<file path="src/rtl/msg_tx.sv">
// msg_tx: UART 8N1 transmitter for fixed-format HC-05 status messages.
// Ports: clk, rst_n (async active-low), send/msg_sel/unit/block request inputs,
// tx serial line (idle high), busy, done (1-cycle pulse), msg_count (wraps 7->0).
// Macro TX_CRLF_EN appends CR LF after the final '#'.
module msg_tx #(
  parameter int CLKS_PER_BIT = 434
) (
  input  logic       clk,
  input  logic       rst_n,
  input  logic       send,
  input  logic [1:0] msg_sel,
  input  logic [1:0] unit,
  input  logic [1:0] block,
  output logic       tx,
  output logic       busy,
  output logic       done,
  output logic [2:0] msg_count
);
`ifdef TX_CRLF_EN
  localparam logic [3:0] EXTRA = 4'd2;
`else
  localparam logic [3:0] EXTRA = 4'd0;
`endif
  localparam int CW = CLKS_PER_BIT > 1 ? $clog2(CLKS_PER_BIT) : 1;
  localparam logic [CW-1:0] LAST = CW'(CLKS_PER_BIT - 1);
  typedef enum logic [2:0] {IDLE, START, DATA, STOP, NEXT_CHAR} state_t;
  state_t state_q;
  logic [CW-1:0] cnt_q;
  logic [2:0] bit_q;
  logic [3:0] chr_q;
  logic [1:0] sel_q, unit_q, blk_q;
  logic tx_q, busy_q, done_q;
  logic [2:0] count_q;
  logic [3:0] pos, last_chr;
  logic [7:0] ch, unit_ch;
  logic bit_end;
  assign bit_end = cnt_q == LAST;
  assign last_chr = (sel_q == 2'd0 ? 4'd7 : 4'd10) + EXTRA;
  assign unit_ch = unit_q == 2'd0 ? "E" : unit_q == 2'd1 ? "C" : unit_q == 2'd2 ? "R" : "S";
  // FIM lacks the "Bn-" field, so its tail shares table positions with PBM/BDM.
  assign pos = (sel_q == 2'd0 && chr_q >= 4'd7) ? chr_q + 4'd3 : chr_q;
  always_comb begin
    ch = 8'h00;
    case (pos)
      4'd0:  ch = sel_q == 2'd0 ? "F" : sel_q == 2'd1 ? "P" : "B";
      4'd1:  ch = sel_q == 2'd0 ? "I" : sel_q == 2'd1 ? "B" : "D";
      4'd2:  ch = "M";
      4'd3:  ch = "-";
      4'd4:  ch = unit_ch;
      4'd5:  ch = "U";
      4'd6:  ch = "-";
      4'd7:  ch = "B";
      4'd8:  ch = 8'h31 + {6'd0, blk_q};
      4'd9:  ch = "-";
      4'd10: ch = "#";
      4'd11: ch = 8'h0D;
      4'd12: ch = 8'h0A;
      default: ch = 8'h00;
    endcase
  end
  // NEXT_CHAR is resolved inside the final STOP cycle so stop and next start abut.
  always_ff @(posedge clk or negedge rst_n) begin
    if (!rst_n) begin
      state_q <= IDLE;
      cnt_q   <= '0;
      bit_q   <= '0;
      chr_q   <= '0;
      sel_q   <= '0;
      unit_q  <= '0;
      blk_q   <= '0;
      tx_q    <= 1'b1;
      busy_q  <= 1'b0;
      done_q  <= 1'b0;
      count_q <= '0;
    end else begin
      done_q <= 1'b0;
      cnt_q  <= (state_q == IDLE || bit_end) ? '0 : cnt_q + 1'b1;
      case (state_q)
        IDLE: if (send && msg_sel != 2'd3) begin
          sel_q   <= msg_sel;
          unit_q  <= unit;
          blk_q   <= block;
          chr_q   <= '0;
          state_q <= START;
          busy_q  <= 1'b1;
          tx_q    <= 1'b0;
        end
        START: if (bit_end) begin
          state_q <= DATA;
          bit_q   <= '0;
          tx_q    <= ch[0];
        end
        DATA: if (bit_end) begin
          if (bit_q == 3'd7) begin
            state_q <= STOP;
            tx_q    <= 1'b1;
          end else begin
            bit_q <= bit_q + 3'd1;
            tx_q  <= ch[bit_q + 3'd1];
          end
        end
        STOP: if (bit_end) begin
          if (chr_q == last_chr) begin
            state_q <= IDLE;
            busy_q  <= 1'b0;
            done_q  <= 1'b1;
            count_q <= count_q + 3'd1;
            tx_q    <= 1'b1;
          end else begin
            chr_q   <= chr_q + 4'd1;
            state_q <= START;
            tx_q    <= 1'b0;
          end
        end
        default: state_q <= IDLE;
      endcase
    end
  end
  assign tx = tx_q;
  assign busy = busy_q;
  assign done = done_q;
  assign msg_count = count_q;
endmodule

</file>
<file path="config.mk">
export PLATFORM = sky130hd
export DESIGN_NAME = msg_tx
export DESIGN_NICKNAME = d
export VERILOG_FILES = /design/src/rtl/msg_tx.sv
export SDC_FILE = /design/constraint.sdc
export NUM_CORES = 1
export LEC_CHECK = 0
export CAP_MARGIN = 30
export CORE_ASPECT_RATIO = 0.75
export CORE_MARGIN = 10
export CORE_UTILIZATION = 55
export DETAILED_ROUTE_END_ITERATION = 12
export GPL_TIMING_DRIVEN = 0
export PLACE_DENSITY = 0.85
export SYNTH_ARGS = -nofsm -noshare
export SYNTH_HDL_FRONTEND = slang
export SYNTH_SLANG_ARGS = --single-unit
</file>
<file path="constraint.sdc">
create_clock -name clk -period 3.4 [get_ports clk]
set_input_delay 0.51 -clock clk [delete_from_list [all_inputs] [get_ports clk]]
set_output_delay 0.51 -clock clk [all_outputs]
set_load 0.02 [all_outputs]
</file>
==> metrics.csv <==
stage,metric,value,unit
run_status,run status,finished clean,
routing,Via Count,2254,
routing,DRT iter0 DRCs,319,
clock_tree,cts-stage hold buffer count,0,
clock_tree,Clock Sinks,30,
clock_tree,Max Root-Sink Buffers,2,
power_and_ir_drop,LEAKAGE,1.139,nW
sta,Final period util,0.8931,
routing,DRT antenna net count,0,
sta,unrepaired setup endpoints after global routing,no,
routing,drt pass-1 iters,7,
synthesis,synthesized area per cell,8.698,um^2
finish,# diodes,0,
synthesis,Post-Synthesis Cells,270,
sta,Slew HR,0.5479,
synthesis,sequential area share after synthesis,0.3202,
die,Rows,20,
critical_path,worst-path fanout max,10,
sta,Setup TNS Final,0,ps
global_routing,global route overflow,0,
placed_design,post-DP HPWL,4.522,mm
synthesis,Netlist Area Pre-Place,0.002349,mm^2
die,initial core utilization,0.5758,
synthesis,synthesized net count,291,
critical_path,endpoint class of the critical path,flip-flop,
synthesis,"top cells by area, synth","dfrtp_1 (31%), ha_1 (6.4%), nand2_1 (3.8%), mux2_2 (3.4%), a21oi_1 (3.0%)",
global_routing,first-pass GRT wire length,10.21,mm
synthesis,share of the synthesized area in the top cell type,0.3090,
clock_tree,clock slew at reported path FFs,70,ps
synthesis,"Async S/R FF share, synth",1.000,
flow_run,MaxCap Viol Count,0,
sta,Pins Over Slew Limit,0,
placed_design,RD Place Congestion,0.9459,
die,die width,95.46,um
power_and_ir_drop,total power per unit cell area,256.4,mW/mm^2
finish,P&R area growth vs syn,14.12,%
sta,slew of the pin with the lowest slew margin,676.0,ps
finish,fin area,0.002680,mm^2
routing,total wire length,5.989,mm
placed_design,port bufs,14,
critical_path,WP data required,3620,ps
die,area of the die,0.007311,mm^2
synthesis,largest area contributor in the netlist,dfrtp_1,
finish,layout cell share with drive strength beyond 1,0.1024,
power_and_ir_drop,VDD IR-drop max,0.0002756,V
sta,clk_skew,8.130,ps
sta,final setup fails,0,
clock_tree,root buf cell,clkbuf_8,
routing,Vias/cell,6.477,
sta,Tmin final,3037,ps
clock_tree,post_cts resized,0,
clock_tree,postcts setup bufs,0,
critical_path,crit path DAT,3260,ps
die,die height,76.59,um
placed_design,dpl cell area,0.002585,mm^2
critical_path,CP Class,reg -> reg,
sta,Final Hold Fails,0,
synthesis,Main synth FF type,dfrtp_1,
sta,Fmax,329.3,MHz
clock_tree,CTS tree,yes,
synthesis,Post-synth EDFFs,0,
global_routing,largest net degree at the start of global routing,21,
synthesis,Synthesis Warnings,0,
die,Placeable Area,0.004079,mm^2
global_routing,vias in the first global route,2106,
routing,# DRC,0,
clock_tree,H-tree Lvls,2,
global_routing,initial antenna violation count,0,
clock_tree,Num CTS Buffers,5,
routing,wire per inst,17.21,um
global_routing,All-Layer GR Usage,0.1719,
finish,Final #Nets,313,
synthesis,register bit total from synthesis,30,
clock_tree,worst skew pair latency,290,ps
die,IO Pins,15,
critical_path,crit path launch type,flip-flop,
synthesis,distinct cell type count of the synthesized netlist,68,
min_path,hold crit path type,reg -> reg,
layout make-up:
class | count | area (um^2)
Buffer | 14 | 70.07
Tap cell | 55 | 68.82
Multi-Input combinational cell | 215 | 1485
Inverter | 11 | 41.29
Fill cell | 324 | 1399
Sequential cell | 30 | 752.0
Clock buffer | 6 | 82.58
Clock inverter | 2 | 12.51
Timing Repair Buffer | 15 | 167.7
synthesized netlist by cell type, types with 5 or more instances:
| cell | count |
|---|---|
| nand2b_1 | 5 |
| o22ai_1 | 6 |
| inv_1 | 10 |
| a21oi_1 | 14 |
| or3_1 | 5 |
| mux2_2 | 7 |
| and3_1 | 5 |
| dfrtp_1 | 29 |
| nor2_1 | 17 |
| ha_1 | 12 |
| nand3_1 | 8 |
| nor3_1 | 8 |
| o21ai_0 | 12 |
| clkbuf_1 | 9 |
| xnor2_1 | 5 |
| a22oi_1 | 5 |
| nand2_1 | 24 |
cell families after synthesis:
| kind of cell | count (synthesis) | synth area share |
|---|---|---|
| buffers and inverters | 25 | 0.04741 |
| DFF | 30 | 0.3202 |
| muxes | 11 | 0.05115 |
| xor gates and xnor gates | 9 | 0.03356 |
| and+or+nand+nor | 97 | 0.2158 |
| AOI/OAI and AO/OA | 86 | 0.2680 |
| adders and majority gates | 12 | 0.06393 |
per-stage QoR:
| stage | setup slack (ps) | cells | total power [mW] | utilization | hold WS [ps] |
|---|---|---|---|---|---|
| final | 363.5 | 348 | 0.6872 | 0.6571 | 477.7 |
| after global routing | 136.7 | 348 | 0.7102 | 0.6571 | 518.4 |
| after CTS | 435.4 | 348 | 0.6914 | 0.6571 | 481.7 |
| after detailed placement | 513.1 | 340 | 0.3854 | 0.6337 | 464.3 |
| after global placement | 481.9 | 339 | 0.3810 | 0.6270 | 468.1 |
| after floorplan | 768.6 | 270 | 0.3645 | - | 214.4 |
state kept, by name (all words and copies together) (netlist names):
register / flops
chr_q: 4
done: 1
msg_count: 3
tx: 1
sel_q: 2
bit_q: 3
unit_q: 2
cnt_q: 9
busy: 1
state_q: 2
blk_q: 2
power by group:
part           leakage [nW]  internal [mW]  switching, mW
Sequential            0.386          0.357              0
Combinational         0.706         0.0117        0.00945
Clock                0.0472          0.162          0.147
critical path, stage by stage (launching register included):
cell	delay, ps
dfrtp_1	440
buf_2	210
inv_1	180
ha_1	280
or3b_1	400
a31o_1	270
a211o_1	300
a311oi_1	290
nor4_1	80
o41a_1	440
o211ai_2	70
worst paths after layout:
path | from | endpoint | cells past startpoint | slack [ps]
max | chr_q[1]$_DFFE_PN0P_ | tx$_DFFE_PN1P_ | 10 | 360
min reg2reg | msg_count[2]$_DFFE_PN0P_ | msg_count[2]$_DFFE_PN0P_ | 1 | 480
min | msg_count[2]$_DFFE_PN0P_ | msg_count[2]$_DFFE_PN0P_ | 1 | 480
max in group asynchronous | rst_n | cnt_q[6]$_DFF_PN0_ | 2 | 2240
max reg2reg | chr_q[1]$_DFFE_PN0P_ | tx$_DFFE_PN1P_ | 10 | 360
min in group asynchronous | rst_n | bit_q[2]$_DFFE_PN0P_ | 1 | 620
cells in the final DEF, fill, tap and decap left out, types with 6 or more instances in the layout:
master | Yosys | layout
mux2_2 | 7 | 7
clkbuf_1 | 9 | 9
nand3_1 | 8 | 8
ha_1 | 12 | 12
a21oi_1 | 14 | 14
o22ai_1 | 6 | 6
inv_1 | 10 | 10
dfrtp_1 | 29 | 29
clkdlybuf4s50_1 | 0 | 14
o21ai_0 | 12 | 12
nor3_1 | 8 | 8
nor2_1 | 17 | 17
nand2_1 | 24 | 24
clkbuf_8 | 0 | 6
per-layer routing:
metal | vias up | wire, um | track usage
li1 | 1051 | - | -
met5 | - | 0 | 0
met3 | 19 | 626 | 0.05709
met1 | 1058 | 2768 | 0.2432
met2 | 126 | 2486 | 0.2422
met4 | 0 | 108 | 0.04265
(Power assumes the default switching activity.)
